### src/rtl/regfile_sb.sv
// Multi-ported register file with prioritised dual writeback, optional bypass and a
// per-register busy scoreboard for issue-time destination reservation.
module regfile_sb #(
    parameter int DATA_W     = 32,
    parameter int ADDR_W     = 5,
    parameter int ZERO_REG   = 1,
    parameter int RESET_MODE = 1,
    parameter int BYPASS     = 1
) (
    input  logic              clk,
    input  logic              reset,
    input  logic [ADDR_W-1:0] rd_addr1,
    input  logic [ADDR_W-1:0] rd_addr2,
    output logic [DATA_W-1:0] rd_data1,
    output logic [DATA_W-1:0] rd_data2,
    output logic              rd_busy1,
    output logic              rd_busy2,
    input  logic              wr_en_a,
    input  logic [ADDR_W-1:0] wr_addr_a,
    input  logic [DATA_W-1:0] wr_data_a,
    input  logic              wr_en_b,
    input  logic [ADDR_W-1:0] wr_addr_b,
    input  logic [DATA_W-1:0] wr_data_b,
    input  logic              rsv_en,
    input  logic [ADDR_W-1:0] rsv_addr,
    output logic              rsv_ok,
    output logic [ADDR_W:0]   busy_count
);

    localparam int DEPTH = 1 << ADDR_W;

    logic [DATA_W-1:0] mem [DEPTH];
    logic [DEPTH-1:0]  busy;
    logic [DEPTH-1:0]  busy_nxt;

    logic wa_ok;
    logic wb_ok;
    logic hit_a1, hit_b1, hit_a2, hit_b2;
    logic [DATA_W-1:0] arr1;
    logic [DATA_W-1:0] arr2;

    function automatic logic is_zero(input logic [ADDR_W-1:0] addr);
        return (ZERO_REG != 0) && (addr == '0);
    endfunction

    function automatic logic [ADDR_W:0] popcount(input logic [DEPTH-1:0] v);
        logic [ADDR_W:0] cnt;
        cnt = '0;
        for (int i = 0; i < DEPTH; i++) begin
            cnt = cnt + {{ADDR_W{1'b0}}, v[i]};
        end
        return cnt;
    endfunction

    // Port B outranks port A when both forward to the same read address.
    function automatic logic [DATA_W-1:0] port_data(
        input logic              zero,
        input logic              hit_b,
        input logic              hit_a,
        input logic [DATA_W-1:0] arr_val
    );
        if (zero)       return '0;
        else if (hit_b) return wr_data_b;
        else if (hit_a) return wr_data_a;
        else            return arr_val;
    endfunction

    assign wa_ok = wr_en_a && !is_zero(wr_addr_a);
    assign wb_ok = wr_en_b && !is_zero(wr_addr_b);

    always_comb begin
        hit_a1 = (BYPASS != 0) && wa_ok && (wr_addr_a == rd_addr1);
        hit_b1 = (BYPASS != 0) && wb_ok && (wr_addr_b == rd_addr1);
        hit_a2 = (BYPASS != 0) && wa_ok && (wr_addr_a == rd_addr2);
        hit_b2 = (BYPASS != 0) && wb_ok && (wr_addr_b == rd_addr2);
        arr1   = mem[rd_addr1];
        arr2   = mem[rd_addr2];
    end

    always_comb begin
        rd_data1 = port_data(is_zero(rd_addr1), hit_b1, hit_a1, arr1);
        rd_data2 = port_data(is_zero(rd_addr2), hit_b2, hit_a2, arr2);
        rd_busy1 = busy[rd_addr1] && !is_zero(rd_addr1) && !hit_a1 && !hit_b1;
        rd_busy2 = busy[rd_addr2] && !is_zero(rd_addr2) && !hit_a2 && !hit_b2;
    end

    // Reservation looks only at the registered busy bit, so a register released
    // this very cycle still refuses a new producer until the next cycle.
    always_comb begin
        if (is_zero(rsv_addr)) begin
            rsv_ok = rsv_en;
        end else begin
            rsv_ok = rsv_en && !busy[rsv_addr];
        end
    end

    // Writes release first, then an accepted reservation re-arms the bit.
    always_comb begin
        busy_nxt = busy;
        if (wa_ok) begin
            busy_nxt[wr_addr_a] = 1'b0;
        end
        if (wb_ok) begin
            busy_nxt[wr_addr_b] = 1'b0;
        end
        if (rsv_ok && !is_zero(rsv_addr)) begin
            busy_nxt[rsv_addr] = 1'b1;
        end
    end

    always_ff @(posedge clk) begin
        if (reset) begin
            busy       <= '0;
            busy_count <= '0;
        end else begin
            busy       <= busy_nxt;
            busy_count <= popcount(busy_nxt);
        end
    end

    always_ff @(posedge clk) begin
        if (reset) begin
            for (int i = 0; i < DEPTH; i++) begin
                mem[i] <= (RESET_MODE != 0) ? DATA_W'(i) : '0;
            end
        end else begin
            if (wa_ok) begin
                mem[wr_addr_a] <= wr_data_a;
            end
            if (wb_ok) begin
                mem[wr_addr_b] <= wr_data_b;
            end
        end
    end

endmodule

### config.mk
export PLATFORM = sky130hd
export DESIGN_NAME = regfile_sb
export DESIGN_NICKNAME = d
export VERILOG_FILES = /design/src/rtl/regfile_sb.sv
export SDC_FILE = /design/constraint.sdc
export NUM_CORES = 2
export LEC_CHECK = 0
export CORE_MARGIN = 3
export CORE_UTILIZATION = 25
export CTS_BUF_LIST = sky130_fd_sc_hd__clkbuf_8
export CTS_CLUSTER_DIAMETER = 200
export CTS_CLUSTER_SIZE = 40
export DETAILED_ROUTE_END_ITERATION = 16
export PLACE_DENSITY_LB_ADDON = 0.25
export SETUP_SLACK_MARGIN = 0.3
export SYNTH_ARGS = -nofsm -noshare
export SYNTH_HDL_FRONTEND = slang
export SYNTH_SLANG_ARGS = --single-unit
### constraint.sdc
create_clock -name clk -period 9.4 [get_ports clk]
set_input_delay 1.88 -clock clk [delete_from_list [all_inputs] [get_ports clk]]
set_output_delay 1.88 -clock clk [all_outputs]
set_load 0.02 [all_outputs]
==> impl_results.md <==
* Final setup vio count at 0
* Metal1 wirelength at roughly 120 mm
* Vias per cell at just over 6
* Min-delay src: busy[0]
* CP arrival at about 6.5 ns
* Reg-to-Reg End: busy_count[4]
* Worst r2r src: busy[27]
* Die ar. at 258,000 um2
* Worst skew pair latency at 0.96 ns
* Initial core utilization at roughly a quarter
* Fill cells at 25,380
* Max Buffers Root-to-Sink at 3
* Max Clock Skew at 0.0361 ns
* Total track usage at 22.7%
* Worst-path clk slew at around 0.24 ns
* Largest net degree at the start of global routing at 82
* Share of the synthesized area in the top cell type at 48.9%
* Least-Margin Pin Slew at 1.23 ns
* Layout net count at 4,697
* # Post-CTS Setup Buffers at 0
* Routed wl met3 at 34.3 mm
* Hold path cells at 1
* Top Family by Delay on Critical Path: buffers and inverters
* PostCTS Resize Cnt at 0
* Status: finished, final reports clean
* Total CTS buffers at 30
* RePlAce Congestion at 0.880
* Rel. slew slack at between 10% and 20%
* Vias at 49,055
* Setup WS pre-CTS at about 0.73 ns
* Overflow after GRT at 0
* Slowest cell delay on critical path at 0.95 ns
* Clock share of power at 19.3%
* CTS tree: built
* Post-route setup TNS at 0 ns
* Top cells by area, synth: edfxtp_1 (49%), a22o_1 (13%), mux4_2 (12%)
* RSZ-0062 raised after global routing: no
* Die Span Y at ~510 um
* MaxCap Viol Count at 0
* CTS sink cnt at between 1,000 and 1,500
* Top FF cell, synth: edfxtp_1
* Routed wire length at between 300 and 400 mm
* Hold Buf Count CTS at 0
* Critical path peak fanout at 35
* Root Driver: clkbuf_8
* Area Growth Syn to Fin at 9.39%
* P per Cell Area at 137 nW/um2
* Power share of the sequential group at 59.8%
* Most used cell, CP: clkdlybuf4s50_1
* Internal power at ~6.5 mW
* R2R depth at 21
* Net Sw Frac at between 30% and 40%
* Post-Syn Instances at 4,807
* R2r setup slk at 3.09 ns
* Max frequency at 119 MHz
* TritonRoute pass-1 iters at 6
* Avg Inst Size Synth at 13.1 um2
* Crit-path slowest cell: clkdlybuf4s50_1
* Number of I/O pins at 167
* Post-synthesis sequential area ratio at between 50 and 60%
* PortBufs at 166
* H-tree lvl count at 1
* Top sig layer: met5
* CP Launch Type: input port
* Max IR drop VDD at 0.000127 V
* CP Class: input port to output port
* Final setup margin at ~0.99 ns
* Commonest cells post-synth: edfxtp_1 (1,024), a22o_1 (955), clkbuf_1 (460)
* Row count at 183
* Routed Antenna Nets at 0
* Min cycle time layout at 8.41 ns
* Most common cell in the synthesized netlist: edfxtp_1
* Layout cells sized above 1 at 17.1%
* Post-DP HPWL at between 150 and 200 mm
* Final clock period utilization by the worst path at 89.4%
* Switching power at 2.92 mW
* Critical Path RT at 7.52 ns
* Die width at roughly 510 um
* Antenna violations before repair at 14
* Buf/Inv on CP at 4
* Mapped Area at ~63,000 um2
* Final hold viol count at 0
* Max-slew violation count at 0
* Number of flops mapped to enable cells by yosys at between 1,000 and 1,500
* FF+latch count, synth at 1,062
* Detail Route met2 WL at 135 mm
* Synthesis warning total at 0
* Post-route DRC at 0
* Count of cell types in the netlist at 71
* Cell chain of the critical path: clkdlybuf4s50_1, buf_12, xnor2_1, nand4_1, or4_2, buf_4, and2_4, and4_1, nor3_1, clkdlybuf4s50_1
* DR iter-0 viols at 7,276
* Tightest Hold Check Type: register to register
* WL/cell at just under 40 um
* Area leader, netlist: edfxtp_1
* Post-synth ARST share at 0%
* Vias in the first global route at a little under 50,000
* Core Region at ~250,000 um2
* Crit end category: output port
* Hold EP: busy[0]
* Combinational Power Share at between 20% and 30%
* Leak Pwr at between 20 and 25 nW
* First-pass GRT wire length at between 400 and 500 mm
## power groups by stage
stage	combinational [mW]	sequential (mW)	clock, mW
after floorplan	1.07	5.68	0
after global placement	1.93	5.71	0
after detailed placement	1.93	5.73	0
after CTS	1.94	5.62	1.83
after global routing	2.01	5.66	1.96
final	1.96	5.62	1.82
## kinds of logic (layout without fill, tap and decap cells)
family                     after synthesis  after routing  share of synthesized area [%]
AOI/OAI and AO/OA                     1586           1586                           20.1
DFF                                   1062           1062                           50.1
buffers and inverters                  777            522                           5.23
muxes                                  756            756                           18.6
and+or+nand+nor                        571            571                           4.74
adders and majority gates               31             31                          0.904
xor gates and xnor gates                23             23                          0.320
other                                    1             35                        0.00597
## state kept, by name, summed over array words and instances, names as in the netlist
signal	cells
mem	1024
busy	32
busy_count	6
## placed cells by master, fill, tap and decap left out, types with 30 or more instances in the layout
cell / Yosys / routed
a21oi_1: 45 / 45
buf_4: 28 / 264
conb_1: 1 / 32
nor2_1: 100 / 68
mux2i_1: 420 / 420
nor2_4: 0 / 33
o22ai_1: 121 / 121
o21ai_0: 77 / 77
nand4_1: 37 / 37
a221oi_1: 72 / 72
o21ai_1: 53 / 53
edfxtp_1: 1024 / 1024
nor3_1: 56 / 55
mux4_2: 327 / 327
inv_1: 37 / 48
and3_2: 0 / 30
dfxtp_1: 38 / 38
clkbuf_8: 0 / 32
nand2_1: 170 / 170
clkdlybuf4s50_1: 0 / 152
o211ai_1: 34 / 34
a22oi_1: 145 / 145
a22o_1: 955 / 955
## per-layer routing
layer	track usage, %	up-vias
li1	-	19028
met1	30.8	25859
met2	35.0	3569
met3	5.15	595
met4	9.26	4
met5	0	-
## how the worst max path moves through the flow
| stage | start | to | slack (ns) | depth (start not counted) |
|---|---|---|---|---|
| global placement | rsv_addr[1] | busy_count[4] | 0.71 | 24 |
| global route | rd_addr1[4] | rd_data1[19] | 1.03 | 10 |
| detailed placement | rsv_addr[1] | busy_count[4] | 0.73 | 24 |
| finish | rd_addr1[4] | rd_data1[19] | 0.99 | 10 |
| floorplan | rsv_addr[1] | busy_count[4] | 1.90 | 24 |
| CTS | rd_addr1[4] | rd_data1[12] | 1.07 | 10 |
## area by class of cell
cell class | instances | area [um2] | share of cell area, %
Antenna cell | 3 | 7.51 | 0.0109
Clock buffer | 31 | 427 | 0.620
Clock inverter | 12 | 61.3 | 0.0892
Inverter | 39 | 146 | 0.213
Multi-Input combinational cell | 2999 | 28600 | 41.6
Sequential cell | 1062 | 31500 | 45.8
Tap cell | 3330 | 4170 | 6.06
Timing Repair Buffer | 440 | 3840 | 5.58
## metrics by stage
stage	std cells	total power, mW	area [um2]	util, %	hold WS, ns
after CTS	7913	9.38	68800	27.6	0.571
after global placement	7870	7.64	68300	27.4	0.547
final	7916	9.40	68800	27.6	0.571
after global routing	7915	9.63	68800	27.6	0.614
after detailed placement	7870	7.65	68300	27.4	0.544
after floorplan	4838	6.75	63000	-	0.470
Note: power is estimated with default switching activity, not from simulation.
